===== src/rtl/bootram_port_arbiter.sv =====
// Shares boot-RAM port A between the CPU load path (m0) and the debug loader (m1).
// Round-robin with bounded locked bursts; optional write-protect window via `BOOTRAM_ARB_WPROT_EN.
module bootram_port_arbiter #(
  parameter int ADDR      = 13,
  parameter int DATA      = 16,
  parameter int MAX_BURST = 8
`ifdef BOOTRAM_ARB_WPROT_EN
  ,parameter int unsigned WPROT_TOP = 'h3FF
`endif
) (
  input  logic            clk,
  input  logic            rst_n,
  input  logic            m0_req,
  input  logic            m0_lock,
  input  logic            m0_we,
  input  logic [ADDR-1:0] m0_addr,
  input  logic [DATA-1:0] m0_wdata,
  output logic            m0_ack,
  output logic            m0_rvalid,
  output logic [DATA-1:0] m0_rdata,
  input  logic            m1_req,
  input  logic            m1_lock,
  input  logic            m1_we,
  input  logic [ADDR-1:0] m1_addr,
  input  logic [DATA-1:0] m1_wdata,
  output logic            m1_ack,
  output logic            m1_rvalid,
  output logic [DATA-1:0] m1_rdata,
`ifdef BOOTRAM_ARB_WPROT_EN
  input  logic            wprot,
  output logic            werr,
`endif
  output logic            ram_ce,
  output logic            ram_we,
  output logic [ADDR-1:0] ram_addr,
  output logic [DATA-1:0] ram_write,
  input  logic [DATA-1:0] ram_read
);

  typedef enum logic [1:0] {IDLE, OWN0, OWN1} state_t;

  localparam logic [7:0] BURST_MAX = 8'(MAX_BURST);

  state_t          state_q, state_d;
  logic            lock_q, lock_d;
  logic            last_q, last_d;
  logic [7:0]      burst_q, burst_d;
  logic [ADDR-1:0] addr_q, addr_d;
  logic [DATA-1:0] wdata_q, wdata_d;
  logic            rd_pend_q, rd_pend_d;
  logic            rd_owner_q, rd_owner_d;
  logic            werr_q, werr_d;

  logic            hold0, hold1, gnt0, gnt1, grant, holdGrant;
  logic            selWe, protHit;
  logic [ADDR-1:0] selAddr;
  logic [DATA-1:0] selWdata;

  always_comb begin
    hold0 = (state_q == OWN0) && lock_q && m0_req && (burst_q < BURST_MAX);
    hold1 = (state_q == OWN1) && lock_q && m1_req && (burst_q < BURST_MAX);
    gnt0  = 1'b0;
    gnt1  = 1'b0;
    // last_q = 1 means m1 was granted last, so m0 wins the next contention
    if (rst_n) begin
      if (hold0)                  gnt0 = 1'b1;
      else if (hold1)             gnt1 = 1'b1;
      else if (m0_req && m1_req) begin
        gnt0 = last_q;
        gnt1 = !last_q;
      end else begin
        gnt0 = m0_req;
        gnt1 = m1_req;
      end
    end
    grant     = gnt0 || gnt1;
    holdGrant = (gnt0 && hold0) || (gnt1 && hold1);
    selWe     = gnt1 ? m1_we    : m0_we;
    selAddr   = gnt1 ? m1_addr  : m0_addr;
    selWdata  = gnt1 ? m1_wdata : m0_wdata;
`ifdef BOOTRAM_ARB_WPROT_EN
    protHit   = wprot && (32'(selAddr) <= WPROT_TOP);
`else
    protHit   = 1'b0;
`endif

    state_d    = gnt0 ? OWN0 : (gnt1 ? OWN1 : IDLE);
    lock_d     = grant && (gnt1 ? m1_lock : m0_lock);
    last_d     = grant ? gnt1 : last_q;
    burst_d    = !grant ? 8'd0 : (holdGrant ? burst_q + 8'd1 : 8'd1);
    addr_d     = grant ? selAddr  : addr_q;
    wdata_d    = grant ? selWdata : wdata_q;
    rd_pend_d  = grant && !selWe;
    rd_owner_d = gnt1;
    werr_d     = grant && selWe && protHit;
  end

  always_ff @(posedge clk) begin
    if (!rst_n) begin
      state_q    <= IDLE;
      lock_q     <= 1'b0;
      last_q     <= 1'b1;
      burst_q    <= 8'd0;
      addr_q     <= '0;
      wdata_q    <= '0;
      rd_pend_q  <= 1'b0;
      rd_owner_q <= 1'b0;
      werr_q     <= 1'b0;
    end else begin
      state_q    <= state_d;
      lock_q     <= lock_d;
      last_q     <= last_d;
      burst_q    <= burst_d;
      addr_q     <= addr_d;
      wdata_q    <= wdata_d;
      rd_pend_q  <= rd_pend_d;
      rd_owner_q <= rd_owner_d;
      werr_q     <= werr_d;
    end
  end

  // registered strobes are also masked by rst_n so a reset cancels an in-flight read at once
  assign m0_ack    = gnt0;
  assign m1_ack    = gnt1;
  assign m0_rvalid = rst_n && rd_pend_q && !rd_owner_q;
  assign m1_rvalid = rst_n && rd_pend_q && rd_owner_q;
  assign m0_rdata  = ram_read;
  assign m1_rdata  = ram_read;
  assign ram_ce    = grant;
  assign ram_we    = grant && selWe && !protHit;
  assign ram_addr  = rst_n ? addr_d  : '0;
  assign ram_write = rst_n ? wdata_d : '0;
`ifdef BOOTRAM_ARB_WPROT_EN
  assign werr      = rst_n && werr_q;
`endif

  logic unusedWerr;
  assign unusedWerr = werr_q;

endmodule


===== config.mk =====
export PLATFORM = sky130hd
export DESIGN_NAME = bootram_port_arbiter
export DESIGN_NICKNAME = d
export VERILOG_FILES = /design/src/rtl/bootram_port_arbiter.sv
export SDC_FILE = /design/constraint.sdc
export NUM_CORES = 1
export LEC_CHECK = 0
export ABC_AREA = 1
export CELL_PAD_IN_SITES_DETAIL_PLACEMENT = 1
export CELL_PAD_IN_SITES_GLOBAL_PLACEMENT = 1
export CORE_MARGIN = 3
export CORE_UTILIZATION = 25
export DETAILED_ROUTE_END_ITERATION = 8
export PLACE_DENSITY_LB_ADDON = 0.1
export RECOVER_POWER = 100
export SYNTH_ARGS = -nofsm -noshare
export SYNTH_HDL_FRONTEND = slang
export SYNTH_SLANG_ARGS = --single-unit

===== constraint.sdc =====
create_clock -name clk -period 1.71 [get_ports clk]
set_clock_uncertainty 0.05 [all_clocks]
set_input_delay 0.342 -clock clk [delete_from_list [all_inputs] [get_ports clk]]
set_output_delay 0.342 -clock clk [all_outputs]
set_load 0.05 [all_outputs]

==> results.ini, run 1 <==
[run_status]
status = complete, but fails checks
violations = negative setup slack

[min_path]
hold_path_class = reg2reg
hold_path.startpoint = burst_q[0]

[global_routing]
grt_overflow = 0
grt_pass1_wl_um = 15200
antenna_found_initial = 0
grt_pass1_vias = 3044
grt_max_degree = 26
track_usage_pct = 16.9

[sta]
finalSetupViolCount = 41
clock.fmax_mhz = 411
period_needed_ps = 2430
setup_slack_ps = -724
grt_setup_unrepaired = true
finalHoldViolations = 0
drv_slew = 0
timing.final.crit_share_pct = 142

[synth]
synth_cells = 396
yosys_register_bits = 43
syn-cell-area_um2 = 2550
yosysWarningCount = 0
ys_seq_area_share_pct = 33.7
avgSynthCellArea_um2 = 6.44
yosysUniqueCellTypes = 28

[setup_path]
setup.worst_path.end_class = output pin
cp.required_ps = 1320
r2r_start = burst_q[4]
worstSetupStartpointType = flip-flop
path_class = reg2out
arrival_ps = 2040
critPathLaunch = burst_q[4]
critPathMaxFanout = 6

[clock_tree]
cts_sinks = 43
cts_tree = built
clk_latency_ps = 300
cts_buffers = 5
root_buffer = clkbuf_8
max-clock-path-buffers = 2
cts.htree.levels = 2
path_clk_slew_ps = 100
ctsHoldBuffers = 0

[place]
gp_congestion = 0.763
postPlaceCellArea_um2 = 4280
pre_cts_ws_ps = -871
portBuffers = 100
dp_hpwl_um = 6350

[route]
drc = 0
antenna_left = 0
vias = 2867
via_per_inst = 4.46
wl_um = 10600
firstDrtPassIters = 4
drt-initial-drc-count = 47
routedWlPerCell_um = 16.5

[cells_and_area]
fillers = 1123
layout_commonest_cell = clkdlybuf4s50_1
fin_area_um2 = 5260
fin_nets = 592
drive_above_1_share_pct = 51.4
mostFrequentLayoutCells = clkdlybuf4s50_1 (62), nand2_1 (56), nor2_4 (46), buf_12 (44), nand3_1 (41)
area_delta_synth_final_pct = 106
diodes = 0
finish.utilization_pct = 53.3

[floorplanning]
start_util_pct = 25.9
die_h_um = 107
coreArea_um2 = 9860
rows = 36
die_w_um = 107
ios = 149
die_area_um2 = 11500

[power]
power_density_nw_per_um2 = 668
p_leak_uw = 0.00234
power_uw = 3510
ir_worst_vdd_v = 0.000340

[flow_run]
drv_cap = 0

==> stage by stage <==
stage / setup TNS, ps / hold WS, ps / std cells
2_1_floorplan: -6250 / 385 / 399
5_1_grt: -30840 / 482 / 643
4_1_cts: -26130 / 439 / 635
3_5_place_dp: -41550 / 426 / 608
3_3_place_gp: -38340 / 406 / 608
6_report: -24030 / 454 / 643
==> per-layer routing <==
layer,vias up,routed length [µm],global-route usage [%]
met5,-,0,0
met2,74,5770,31.0
met1,1388,4130,19.8
met3,6,591,4.03
met4,0,106,3.74
li1,1399,-,-
==> synth_stat cells (all sizes together) <==
cell | number | area share (%)
buf | 51 | 15
nand3 | 62 | 12
inv | 44 | 6.5
nor2 | 75 | 12
a21oi | 3 | 1.0
nand2 | 103 | 16
xnor2 | 1 | 0.34
a21boi | 2 | 0.59
clkbuf | 3 | 0.44
o21ai | 1 | 0.20
o211ai | 2 | 0.59
o21bai | 1 | 0.44
ha | 1 | 0.49
nand4 | 2 | 0.74
xor2 | 1 | 0.34
conb | 1 | 0.15
dfxtp | 43 | 34
==> cells by family (layout without fill, tap and decap cells) <==
logic type	after synthesis	after routing	share of synthesized area [%]
AOI/OAI and AO/OA	9	9	2.84
xor gates and xnor gates	2	2	0.687
adders and majority gates	1	1	0.490
buffers and inverters	98	209	21.7
and+or+nand+nor	242	242	40.4
other	1	4	0.147
DFF	43	43	33.7
==> layout make-up <==
cell class | count | area [µm²] | area share [%]
multi-input cells | 258 | 1870 | 35.5
inverters | 44 | 165 | 3.14
repair buffers | 157 | 2090 | 39.7
well taps | 133 | 166 | 3.16
flip-flops and latches | 43 | 872 | 16.6
clock inverters | 1 | 7.51 | 0.143
clock buffers | 7 | 96.3 | 1.83
==> flip-flops by register name (all words and copies together) (netlist names) <==
name,count
burst_q,8
rd_pend_q,1
rd_owner_q,1
wdata_q,16
state_q,2
last_q,1
lock_q,1
addr_q,13
==> report_power, final <==
| part | internal [µW] | total (µW) | switching (µW) | leakage [µW] |
|---|---|---|---|---|
| sequential | 1080 | 1120 | 32.2 | 0.000358 |
| combinational | 773 | 1630 | 858 | 0.00193 |
| clock | 369 | 767 | 398 | 0.0000505 |
| total | 2230 | 3510 | 1290 | 0.00234 |
==> worst max-delay path, stage by stage (launching register included) <==
cell	delay, ps
dfxtp_2	340
nor2_4	140
nand2_2	80
nor2_4	130
nand2_4	90
nand2_4	100
buf_6	120
nand2_8	90
buf_16	160
nand3_1	90
nand2_2	70
nor2_4	170
buf_12	150
==> timing repair <==
action / CTS / global route
resized for setup: 86 / 78
buffers inserted: 16 / 4
pin swaps: 15 / 34
setup endpoints to repair: 64 / 70
cloned: 3 / 6
==> worst paths after layout <==
kind	end	slack, ps	depth (start not counted)
worst min register to register	burst_q[0]	450	1
worst max-delay path	ram_addr[12]	-720	12
worst min-delay path	burst_q[0]	450	1
worst max register to register	burst_q[1]	-530	17
Note: power is estimated with default switching activity, not from simulation.
==> inputs of run 2 (changes only) <==
CORE_MARGIN = not set   (was 3)
==> run 2 against run 1 <==
The run still ends with negative setup slack left. Maximum frequency rose by 1.4%. Power decreased by 4.0%. Critical path depth stayed put. Worst setup slack better by 34 ps. Die area decreased by 7.3%. Via count is 5.3% lower. Clock power down 3.3%. Largest cell class unchanged. Largest power group unchanged.
==> results.ini, run 2 (synthesized netlist as in run 1, its figures left out) <==
[run_status]
status = complete, but fails checks
violations = negative setup slack

[setup_path]
arrival_ps = 2010  ; -30 ps
worstSetupStartpointType = flip-flop
crit_chain = nor2_4 > nand3_2 > buf_4 > nor2_4 > nor2_4 > nor2_4 > a21oi_4 > buf_12 > buf_12 > nor2_2 > nor2_4 > buf_12
cp.required_ps = 1320  ; about the same
max_stage_delay_ps = 330  ; about the same
setup.worst_path.end_class = output pin
critical_path.most_common_cell = nor2_4
crit_slowest_cell = dfxtp_2
critPathMaxFanout = 8  ; +2
path_class = reg2out

[global_routing]
globalRouteMet1Util_pct = 19.4  ; -0.38 points
use_met2_pct = 31.6  ; +0.63 points
met3_usage_pct = 4.81  ; +0.78 points
grt_pass1_vias = 2901  ; -4.7%
grt_busiest_layer = met2
antenna_found_initial = 0  ; unchanged
grt_overflow = 0  ; unchanged
track_usage_pct = 17.2  ; +0.24 points
grt_pass1_wl_um = 13800  ; -9.3%
grt_max_degree = 33  ; +27%

[clock_tree]
max-clock-path-buffers = 2  ; unchanged
cts_tree = built
cts_sinks = 43  ; unchanged
clk_latency_ps = 300  ; about the same
ctsHoldBuffers = 0  ; unchanged
cts_buffers = 5  ; unchanged
path_clk_slew_ps = 80  ; -20 ps
cts.htree.levels = 2  ; unchanged
root_buffer = clkbuf_8

[route]
vias = 2715  ; -5.3%
antenna_left = 0  ; unchanged
drt-initial-drc-count = 48  ; +2.1%
wl_um = 8700  ; -18%
routedWlPerCell_um = 13.9  ; -16%
drc = 0  ; unchanged
firstDrtPassIters = 4  ; unchanged
via_per_inst = 4.34  ; -2.7%

[sta]
finalSetupTns_ps = -21580  ; +2460 ps
grt_setup_unrepaired = true
setup_slack_ps = -690  ; +33.7 ps
finalSetupViolCount = 41  ; unchanged
timing.final.crit_share_pct = 140  ; -2.0 points
period_needed_ps = 2400  ; -33.7 ps
clock.fmax_mhz = 417  ; +1.4%
finalHoldViolations = 0  ; unchanged
drv_slew = 0  ; unchanged

[power]
p_leak_uw = 0.00210  ; -10%
power_frac_clock_pct = 22.0  ; +0.2 points
ir_worst_vdd_v = 0.000311  ; -8.6%
pwr-share-seq_pct = 32.9  ; +1.1 points
power_density_nw_per_um2 = 702  ; +5.0%
combPwrFrac_pct = 45.1  ; -1.3 points
power_uw = 3380  ; -4.0%
p_sw_uw = 1190  ; -7.4%
power.internal_uw = 2180  ; -2.0%
sw_frac_of_total_pct = 35.4  ; -1.3 points

[place]
pre_cts_ws_ps = -867  ; +4.38 ps
portBuffers = 100  ; unchanged
dp_hpwl_um = 5850  ; -7.9%
postPlaceCellArea_um2 = 4240  ; -0.99%
gp_congestion = 0.724  ; -5.0%

[cells_and_area]
largest_reg_flops = 16  ; unchanged
mostFrequentLayoutCells = nand2_1 (66), clkdlybuf4s50_1 (62), nand3_1 (61), nor2_4 (43), buf_12 (42)
area_delta_synth_final_pct = 88.6
drive_above_1_share_pct = 41.4  ; -10 points
top_register = wdata_q
diodes = 0  ; unchanged
reg.largest.list = wdata_q x16, addr_q x13, burst_q x8
layout_commonest_cell = nand2_1
fin_nets = 575  ; -2.9%
fin_area_um2 = 4810  ; -8.6%

[floorplanning]
start_util_pct = 26.0  ; +0.12 points
ios = 149  ; unchanged
die_h_um = 103  ; -3.7%
rows = 36  ; unchanged
die_w_um = 103  ; -3.7%
die_area_um2 = 10600  ; -7.3%
coreArea_um2 = 9820  ; -0.46%

[min_path]
hold_path_class = reg2reg

[flow_run]
drv_cap = 0  ; unchanged

run 2: changes by cell type in the layout (fill, tap and decap cells not counted), sizes merged:
cell | previous run | this run
buf | 88 | 73
clkbuf | 12 | 9
clkdlybuf4s15 | 0 | 1
run 2: critical path: cells and delay by family, from the launching register on:
family	cells	cell delay (ps)
AO/OA/AOI/OAI	1	60
buffers and inverters	4	590
flip-flops	1	330
AND/OR/NAND/NOR	7	690
run 2: area by class of cell:
class                      count  area [µm²]
inverter                      44         168
sequential                    43         867
tap                          133         166
clock inverter                 1        7.51
multi-input combinational    258        1640
timing repair buffer         140        1870
fill                        1184        5010
clock buffer                   7        96.3
run 2: repair_timing:
item,4_1_cts,5_1_grt
pin swaps,9,11
setup buffers,8,0
gates resized for setup,74,22
cloned,3,2
setup endpoints to repair,66,67
run 2: stage by stage:
step | hold WS (ps) | std cells | util, %
after floorplan | 385 | 399 | -
after global placement | 406 | 605 | 43.2
after detailed placement | 418 | 605 | 43.2
after CTS | 424 | 624 | 47.8
after global routing | 453 | 626 | 49.0
final | 420 | 626 | 49.0
run 2: final timing paths:
kind,from,to,slack (ps),cells past startpoint
max reg2reg,burst_q[4],addr_q[3],-100,12
min,burst_q[0],burst_q[0],420,1
max,burst_q[4],ram_write[1],-690,12
min reg2reg,burst_q[0],burst_q[0],420,1
run 2: per-layer routing:
metal	share of wire [%]	wire length (µm)
met5	0	0
met4	1.2	106
met3	6.3	546
met2	52	4540
met1	40	3510
run 2: power by group through the flow:
stage	registers [µW]	logic, µW	clock network (µW)
2_1_floorplan	1130	932	0
3_3_place_gp	1130	1340	0
3_5_place_dp	1130	1350	0
4_1_cts	1110	1500	779
5_1_grt	1120	1620	816
6_report	1110	1520	742
==> inputs of run 3 (changes only) <==
GPL_ROUTABILITY_DRIVEN = 0   (was not set)
==> results of run 3 <==
No change in the layout: final DEF, timing and power equal those of run 2.
